## src/rtl/iob_integ_pkg.sv

```systemverilog
// Shared defaults for the streaming integrator slice.
package iob_integ_pkg;

  localparam int unsigned DATA_W_DEF = 32;
  localparam int unsigned CNT_W_DEF  = 16;

endpackage

```

## src/rtl/iob_integ_if.sv

```systemverilog
// Valid/ready stream bundle for the integrator: difference samples in, running sum out.
interface iob_integ_if
  import iob_integ_pkg::*;
#(
  parameter int unsigned DATA_W = DATA_W_DEF,
  parameter int unsigned CNT_W  = CNT_W_DEF
);

  logic              in_valid_i;
  logic              in_ready_o;
  logic              load_i;
  logic [DATA_W-1:0] data_i;
  logic              out_valid_o;
  logic              out_ready_i;
  logic [DATA_W-1:0] data_o;
  logic [CNT_W-1:0]  count_o;

  // Integrator side
  modport slave (
    input  in_valid_i, load_i, data_i, out_ready_i,
    output in_ready_o, out_valid_o, data_o, count_o
  );

  // Producer/consumer side
  modport master (
    output in_valid_i, load_i, data_i, out_ready_i,
    input  in_ready_o, out_valid_o, data_o, count_o
  );

endinterface

```

## src/rtl/iob_integ_core.sv

```systemverilog
// Next-state datapath: wrap-around accumulate or load, and sample counter.
module iob_integ_core #(
  parameter int unsigned DATA_W = 32,
  parameter int unsigned CNT_W  = 16
) (
  input  logic [DATA_W-1:0] acc,
  input  logic [DATA_W-1:0] sample,
  input  logic              load,
  input  logic [CNT_W-1:0]  count,
  output logic [DATA_W-1:0] acc_nxt_c,
  output logic [CNT_W-1:0]  count_nxt_c
);

  // Carry out is dropped on purpose so the sum wraps modulo 2^DATA_W
  always_comb begin
    acc_nxt_c   = acc + sample;
    count_nxt_c = count + CNT_W'(1);
    if (load) begin
      acc_nxt_c   = sample;
      count_nxt_c = CNT_W'(1);
    end
  end

endmodule

```

## src/rtl/iob_reg_r.sv

```systemverilog
// Register cell with async reset, clock enable, sync clear and load enable.
module iob_reg_r #(
  parameter int unsigned     W       = 1,
  parameter logic [W-1:0]    RST_VAL = '0
) (
  input  logic         clk_i,
  input  logic         arst_i,
  input  logic         cke_i,
  input  logic         rst_i,
  input  logic         en_i,
  input  logic [W-1:0] d_i,
  output logic [W-1:0] q_o
);

  // Clear has priority over load; nothing moves while the clock enable is low
  always_ff @(posedge clk_i or posedge arst_i) begin
    if (arst_i) begin
      q_o <= RST_VAL;
    end else if (cke_i) begin
      if (rst_i) begin
        q_o <= RST_VAL;
      end else if (en_i) begin
        q_o <= d_i;
      end
    end
  end

endmodule

```

## src/rtl/iob_integ.sv

```systemverilog
// Streaming integrator: running sum of difference samples, one-entry output stage.
module iob_integ
  import iob_integ_pkg::*;
#(
  parameter int unsigned       DATA_W  = DATA_W_DEF,
  parameter logic [DATA_W-1:0] RST_VAL = '0,
  parameter int unsigned       CNT_W   = CNT_W_DEF
) (
  input  logic        clk_i,
  input  logic        arst_i,
  input  logic        cke_i,
  input  logic        rst_i,
  iob_integ_if.slave  bus
);

  logic              in_ready;
  logic              in_fire;
  logic              out_fire;
  logic              out_valid;
  logic              valid_en;
  logic [DATA_W-1:0] acc;
  logic [DATA_W-1:0] acc_nxt;
  logic [CNT_W-1:0]  count;
  logic [CNT_W-1:0]  count_nxt;

  // Handshake: accept when the output slot is empty or being drained this cycle
  assign in_ready = cke_i & ~rst_i & (~out_valid | bus.out_ready_i);
  assign in_fire  = bus.in_valid_i & in_ready;
  assign out_fire = out_valid & bus.out_ready_i & cke_i;
  assign valid_en = in_fire | out_fire;

  iob_integ_core #(
    .DATA_W (DATA_W),
    .CNT_W  (CNT_W)
  ) u_core (
    .acc         (acc),
    .sample      (bus.data_i),
    .load        (bus.load_i),
    .count       (count),
    .acc_nxt_c   (acc_nxt),
    .count_nxt_c (count_nxt)
  );

  // Accumulator doubles as the output data register
  iob_reg_r #(
    .W       (DATA_W),
    .RST_VAL (RST_VAL)
  ) u_acc_reg (
    .clk_i  (clk_i),
    .arst_i (arst_i),
    .cke_i  (cke_i),
    .rst_i  (rst_i),
    .en_i   (in_fire),
    .d_i    (acc_nxt),
    .q_o    (acc)
  );

  // Output valid: set on accept, cleared on drain without a refill
  iob_reg_r #(
    .W       (1),
    .RST_VAL (1'b0)
  ) u_valid_reg (
    .clk_i  (clk_i),
    .arst_i (arst_i),
    .cke_i  (cke_i),
    .rst_i  (rst_i),
    .en_i   (valid_en),
    .d_i    (in_fire),
    .q_o    (out_valid)
  );

  // Samples accepted since the last reset, clear or load
  iob_reg_r #(
    .W       (CNT_W),
    .RST_VAL ('0)
  ) u_count_reg (
    .clk_i  (clk_i),
    .arst_i (arst_i),
    .cke_i  (cke_i),
    .rst_i  (rst_i),
    .en_i   (in_fire),
    .d_i    (count_nxt),
    .q_o    (count)
  );

  assign bus.in_ready_o  = in_ready;
  assign bus.out_valid_o = out_valid;
  assign bus.data_o      = acc;
  assign bus.count_o     = count;

endmodule

```

## src/flat_wrapper.sv

```systemverilog
// flat-port wrapper written by rule: the top's interface ports become plain ports
module iob_integ_flat import iob_integ_pkg::*;
#(
  parameter int unsigned       DATA_W  = DATA_W_DEF,
  parameter logic [DATA_W-1:0] RST_VAL = '0,
  parameter int unsigned       CNT_W   = CNT_W_DEF
)
  (clk_i, arst_i, cke_i, rst_i, bus_in_valid_i, bus_load_i, bus_data_i, bus_out_ready_i, bus_in_ready_o, bus_out_valid_o, bus_data_o, bus_count_o);
  iob_integ_if #(.DATA_W(DATA_W), .CNT_W(CNT_W)) bus_i ();
  input  logic clk_i;
  input  logic arst_i;
  input  logic cke_i;
  input  logic rst_i;
  input wire logic [$bits(bus_i.in_valid_i)-1:0] bus_in_valid_i;
  input wire logic [$bits(bus_i.load_i)-1:0] bus_load_i;
  input wire logic [$bits(bus_i.data_i)-1:0] bus_data_i;
  input wire logic [$bits(bus_i.out_ready_i)-1:0] bus_out_ready_i;
  output wire logic [$bits(bus_i.in_ready_o)-1:0] bus_in_ready_o;
  output wire logic [$bits(bus_i.out_valid_o)-1:0] bus_out_valid_o;
  output wire logic [$bits(bus_i.data_o)-1:0] bus_data_o;
  output wire logic [$bits(bus_i.count_o)-1:0] bus_count_o;
  assign bus_i.in_valid_i = bus_in_valid_i;
  assign bus_i.load_i = bus_load_i;
  assign bus_i.data_i = bus_data_i;
  assign bus_i.out_ready_i = bus_out_ready_i;
  assign bus_in_ready_o = bus_i.in_ready_o;
  assign bus_out_valid_o = bus_i.out_valid_o;
  assign bus_data_o = bus_i.data_o;
  assign bus_count_o = bus_i.count_o;
  iob_integ #(.DATA_W(DATA_W), .RST_VAL(RST_VAL), .CNT_W(CNT_W)) u_core (.clk_i(clk_i), .arst_i(arst_i), .cke_i(cke_i), .rst_i(rst_i), .bus(bus_i));
endmodule
```

## config.mk

```make
export PLATFORM = sky130hd
export DESIGN_NAME = iob_integ_flat
export DESIGN_NICKNAME = d
export VERILOG_FILES = /design/src/rtl/iob_integ_pkg.sv /design/src/rtl/iob_integ_if.sv /design/src/rtl/iob_integ_core.sv /design/src/rtl/iob_reg_r.sv /design/src/rtl/iob_integ.sv /design/src/flat_wrapper.sv
export SDC_FILE = /design/constraint.sdc
export NUM_CORES = 1
export LEC_CHECK = 0
export ABC_AREA = 1
export CAP_MARGIN = 10
export CORE_UTILIZATION = 55
export CTS_CLUSTER_SIZE = 16
export DETAILED_ROUTE_END_ITERATION = 10
export PLACE_DENSITY = 0.8
export SYNTH_ARGS = -nofsm -noshare
export SYNTH_HDL_FRONTEND = slang
export SYNTH_HIERARCHICAL = 1
export SYNTH_SLANG_ARGS = --single-unit
```

## constraint.sdc

```tcl
create_clock -name clk_i -period 2.7 [get_ports clk_i]
set_input_delay 0.27 -clock clk_i [delete_from_list [all_inputs] [get_ports clk_i]]
set_output_delay 0.27 -clock clk_i [all_outputs]
set_load 0.005 [all_outputs]
```

== Word level (Yosys, flattened, before mapping) ==
Index checks and enable logic that the tools add are counted.
W data, S select, Z words.

* Flip-flop bits (word level): 49
* Input bits: 39
* Output and inout bits: 50
* Logic and storage cells: 26

* Add/sub/neg operators: 2
* Muxes and demuxes: 8
* Bitwise gates (word level): 9
* Reductions and logical operators: 4

{| class="wikitable"
|+ Operators by type and width
! cell !! count
|-
| $mux W32 || 3
|-
| $mux W16 || 3
|-
| $add A32 B32 Y32 || 1
|-
| $add A16 B1 Y16 const B || 1
|-
| $and A1 B1 Y1 || 5
|-
| $reduce_and A2 Y1 || 2
|-
| $reduce_bool A2 Y1 || 2
|-
| $mux W1 || 2
|-
| $not A1 Y1 || 2
|-
| $or A1 B1 Y1 || 2
|}

== Longest topological paths before layout ==
* Word-level depth: 7
* Gate-level depth with buffers: 14

== Cells and area by module ==
The synthesis kept the hierarchy.

{| class="wikitable"
|+ By module, submodules not included
! module !! times used !! cells an instance !! area an instance (um^2) !! seq. area each (um^2)
|-
| iob_integ_core || 1 || 663 || 3123.0 || 0.0
|-
| iob_reg_r (u_core.u_acc_reg) || 1 || 145 || 1360.1 || 800.8
|-
| iob_reg_r (u_core.u_count_reg) || 1 || 73 || 689.4 || 400.4
|-
| iob_reg_r (u_core.u_valid_reg) || 1 || 8 || 53.8 || 25.0
|-
| iob_integ || 1 || 10 || 52.6 || 0.0
|}

== Worst setup path after synthesis ==
Ideal clock, no wire load.

* Path type: register -> register
* From: register u_core.u_acc_reg.q_o[0]
* To: register u_core.u_acc_reg.q_o[8]
* Arrival time: 1892 ps
* Path slack: 691 ps
* Stages on the path, launching flop included: 12
* Period minus slack after synthesis: 2009 ps
* Path through: dfrtp_1 -> ha_1 -> fa_1 -> nand3_1 -> nand3_1 -> nand2_1 -> nand2_1 -> or2_2 -> nand3_1 -> nand2_1 -> nand4_1 -> nand2_1

* Longest elaborated chain between the ends: 4

{| class="wikitable"
|+ RTL lines
! element !! RTL line !! RTL
|-
| start, declared || iob_reg_r.sv:12 || <nowiki>output logic [W-1:0] q_o</nowiki>
|-
| start signal, assigned || iob_reg_r.sv:23 || <nowiki>q_o <= d_i;</nowiki>
|-
| $add A32 B32 Y32 || iob_integ_core.sv:16 || <nowiki>acc_nxt_c = acc + sample;</nowiki>
|-
| $mux W32 || iob_integ_core.sv:18 || <nowiki>if (load) begin</nowiki>
|-
| named net u_core.acc_nxt[8] || iob_integ.sv:22 || <nowiki>logic [DATA_W-1:0] acc_nxt;</nowiki>
|-
| $mux W32 || iob_reg_r.sv:22 || <nowiki>end else if (en_i) begin</nowiki>
|-
| $mux W32 || iob_reg_r.sv:20 || <nowiki>if (rst_i) begin</nowiki>
|}

The timed path passes the listed nets, and every way through them passes these cells. The select of a mux whose other input is x is not followed.
A chain may end at the register's enable or synchronous reset.

== Final worst setup path ==
Same ends and word-level chain as after synthesis.

==> impl_metrics.csv <==
group,metric,value,unit
run_status,outcome,"finished, final reports clean",
global_routing,grtUsageTotal,0.3145,
logic_synthesis,synth_seq_cells,49,
global_routing,grt_pass1_vias,5338,
sta,fin_crit_sh,0.8343,
clock_tree,worstSkewPairLatency,320,ps
logic_synthesis,ys_seq_area_frac,0.2323,
die,core,9284,sq um
critical_path,reg2reg_from,"u_core/u_acc_reg/q_o[0]$_DFFE_PP0P_",
cells_and_area,fin_area,6279,sq um
power_and_ir_drop,power.density,302.4,nW/um^2
logic_synthesis,synth_area,5279,sq um
clock_tree,clk_pin_slew_worst_paths,110,ps
critical_path,crit_path_start,"u_core/u_acc_reg/q_o[0]$_DFFE_PP0P_",
sta,hold_viol,0,
cells_and_area,synthToLayoutAreaGrowth,18.94,%
logic_synthesis,async_flop_share,1.000,
die,dieArea,9994,sq um
routing,num_vias,5716,
sta,setup_tns,0,ps
critical_path,crit_chain,"ha_1 > fa_1 > nand3_1 > nand3_1 > nand2_1 > nand2_1 > or2_2 > nand3_1 > nand2_1 > nand4_1 > nand2_1",
die,die_x,99.97,um
power_and_ir_drop,vdd_drop_max,0.2102,mV
critical_path,timing.critical_path.mode_cell,"nand2_1",
routing,drt_iter0_markers,366,
critical_path,cp_slowest_stage_delay,450,ps
critical_path,slowest_stage,"fa_1",
routing,first_pass_iters,5,
routing,drc,0,
critical_path,critPathRequiredTime,2910,ps
power_and_ir_drop,p_leak,3.539,nW
logic_synthesis,synth.distinct_cells,36,
critical_path,r2r-end,"u_core/u_acc_reg/q_o[8]$_DFFE_PP0P_",
cells_and_area,regArea,1226,sq um
clock_tree,cts-resized-gates,0,
global_routing,antenna_found_initial,0,
routing,wl_per_cell,13.60,um
die,floorplan.initialDensity,0.5686,
sta,tightest_slew,1006,ps
critical_path,cp-endpoint,"u_core/u_acc_reg/q_o[8]$_DFFE_PP0P_",
logic_synthesis,synth_ff_type,"dfrtp_1",
routing,post_drt_via_cell_ratio,5.187,
job,max_cap_violations,0,
sta,grt_setup_unrepaired,"false",
placed_design,io_buffer_count,88,
clock_tree,cts_tree,"done",
logic_synthesis,synth_cells,899,
cells_and_area,multi_input_area,3351,sq um
critical_path,critPathCaptureType,"register",
logic_synthesis,ys_warn_count,6,
sta,setup-violations-final,0,
logic_synthesis,synth.avg_cell_area,5.872,sq um
sta,holdWs,131.4,ps
placed_design,dp_hpwl,10690,um
clock_tree,clk_path_buf_depth,2,
global_routing,grt_max_degree,55,
critical_path,startpoint_type,"register",
sta,skew,9.673,ps
routing,ant_nets,0,
sta,fin_crit,2253,ps
clock_tree,numCtsBuffers,5,
sta,fmax,0.4439,GHz
sta,worst_slack,447.4,ps
logic_synthesis,synthesis.nets,971,
clock_tree,hold_buffers,0,
die,die_h,99.97,um
cells_and_area,antennaDiodeCount,0,
placed_design,pre_cts_slack,187.0,ps
cells_and_area,n_fill_cell,920,
clock_tree,htree_levels,2,
placed_design,gp_congestion,0.9743,
global_routing,grt_pass1_wl,25230,um
clock_tree,post-cts-setup-buffer-count,0,
cells_and_area,final_layout_size_suffix_gt1_frac,0.04317,
global_routing,globalRoute.totalOverflow,0,
die,ios,89,
routing,totalWireLength,14990,um
critical_path,path_class,"reg -> reg",
critical_path,worstRegToRegCells,11,
power_and_ir_drop,p_total,1.899,mW
critical_path,cp_max_fo,5,
worst_hold_path,holdCritPathClass,"in -> async",
placed_design,postPlaceCellArea,6183,sq um
clock_tree,cts_sinks,49,
clock_tree,cts-root-buf,"clkbuf_8",
cells_and_area,nets,1044,
sta,final_max_slew_viol_count,0,
sta,slew_headroom,0.3270,
critical_path,crit_arrival,2460,ps
critical_path,r2r_slack,450,ps
logic_synthesis,synth_edf_count,0,
die,rows,35,
-- layout make-up --
class	instances	area share
flip-flops and latches	49	0.1953
inverters	139	0.08310
clock inverters	3	0.004185
well taps	129	0.02571
clock buffers	5	0.01096
multi-input cells	682	0.5337
repair buffers	95	0.1471
-- routing by layer --
layer	vias to the layer above	track usage	share of wire
met5	-	0	0
met4	0	0.09476	0.021
met3	22	0.05153	0.076
met2	228	0.5103	0.44
met1	2505	0.4313	0.46
li1	2961	-	-
-- kinds of logic after synthesis --
logic type | Yosys count | share of synthesized area
simple gates | 581 | 0.4712
buf+inv | 168 | 0.1330
compound gates | 53 | 0.05902
flops | 49 | 0.2323
fa+ha+maj | 33 | 0.07964
xor+xnor | 15 | 0.02489
-- worst max-delay path, delay by kind of cell, from the launching register on --
kind                     cells  cell delay [ps]
AND/OR/NAND/NOR              9             1040
flip-flops                   1              420
adder cells (fa/ha/maj)      2              700
-- Yosys cell counts (4+ instances only) --
| library cell | count | area share |
|---|---|---|
| a21oi_1 | 30 | 0.028 |
| buf_2 | 14 | 0.013 |
| buf_6 | 6 | 0.013 |
| clkbuf_1 | 6 | 0.0043 |
| dfrtp_1 | 49 | 0.23 |
| ha_1 | 32 | 0.076 |
| inv_1 | 137 | 0.097 |
| nand2_1 | 393 | 0.28 |
| nand2_2 | 5 | 0.0059 |
| nand3_1 | 56 | 0.053 |
| nand4_1 | 53 | 0.063 |
| nor2_1 | 47 | 0.033 |
| nor3_1 | 8 | 0.0076 |
| o21ai_0 | 11 | 0.010 |
| or2_2 | 4 | 0.0047 |
| xnor2_1 | 14 | 0.023 |
-- through the flow --
| stage | std cells | utilization |
|---|---|---|
| 2_1_floorplan | 899 | - |
| 3_3_place_gp | 1094 | 0.6660 |
| 3_5_place_dp | 1094 | 0.6660 |
| 4_1_cts | 1102 | 0.6763 |
| 5_1_grt | 1102 | 0.6763 |
| 6_report | 1102 | 0.6763 |
-- registers in the layout (all words and copies together), names as in the netlist --
register,count
u_core/u_acc_reg/q_o,32
u_core/u_count_reg/q_o,16
u_core/u_valid_reg/q_o,1
-- report_power, final --
| group | switching (mW) | internal (mW) | total [mW] |
|---|---|---|---|
| registers | 0.0233 | 0.756 | 0.780 |
| logic | 0.370 | 0.244 | 0.614 |
| clock network | 0.311 | 0.194 | 0.505 |
| total | 0.704 | 1.19 | 1.90 |
-- how the worst min path moves through the flow --
stage | depth (start not counted) | start | slack [ps] | to
6_report | 2 | arst_i | 130 | u_core/u_valid_reg/q_o$_DFFE_PP0P_
5_1_grt | 2 | arst_i | 130 | u_core/u_valid_reg/q_o$_DFFE_PP0P_
2_1_floorplan | 1 | arst_i | -1 | u_core/u_valid_reg/q_o$_DFFE_PP0P_
3_3_place_gp | 2 | arst_i | 470 | u_core/u_valid_reg/q_o$_DFFE_PP0P_
4_1_cts | 2 | arst_i | 120 | u_core/u_valid_reg/q_o$_DFFE_PP0P_
3_5_place_dp | 2 | arst_i | 480 | u_core/u_valid_reg/q_o$_DFFE_PP0P_
-- layout by cell type (no fill, tap or decap), drive strengths merged --
master	count
a21o	1
and2	1
nand2	398
nor3	11
nor4	1
clkdlybuf4s50	86
fa	1
dfrtp	49
nand3b	3
inv	142
nand4	53
nand3	58
buf	9
a22oi	2
clkbuf	5
a21oi	30
or2	5
o21bai	3
xor2	1
xnor2	14
o21ai	17
ha	32
nor2	51
No activity file was read; power rests on OpenSTA's default activity.
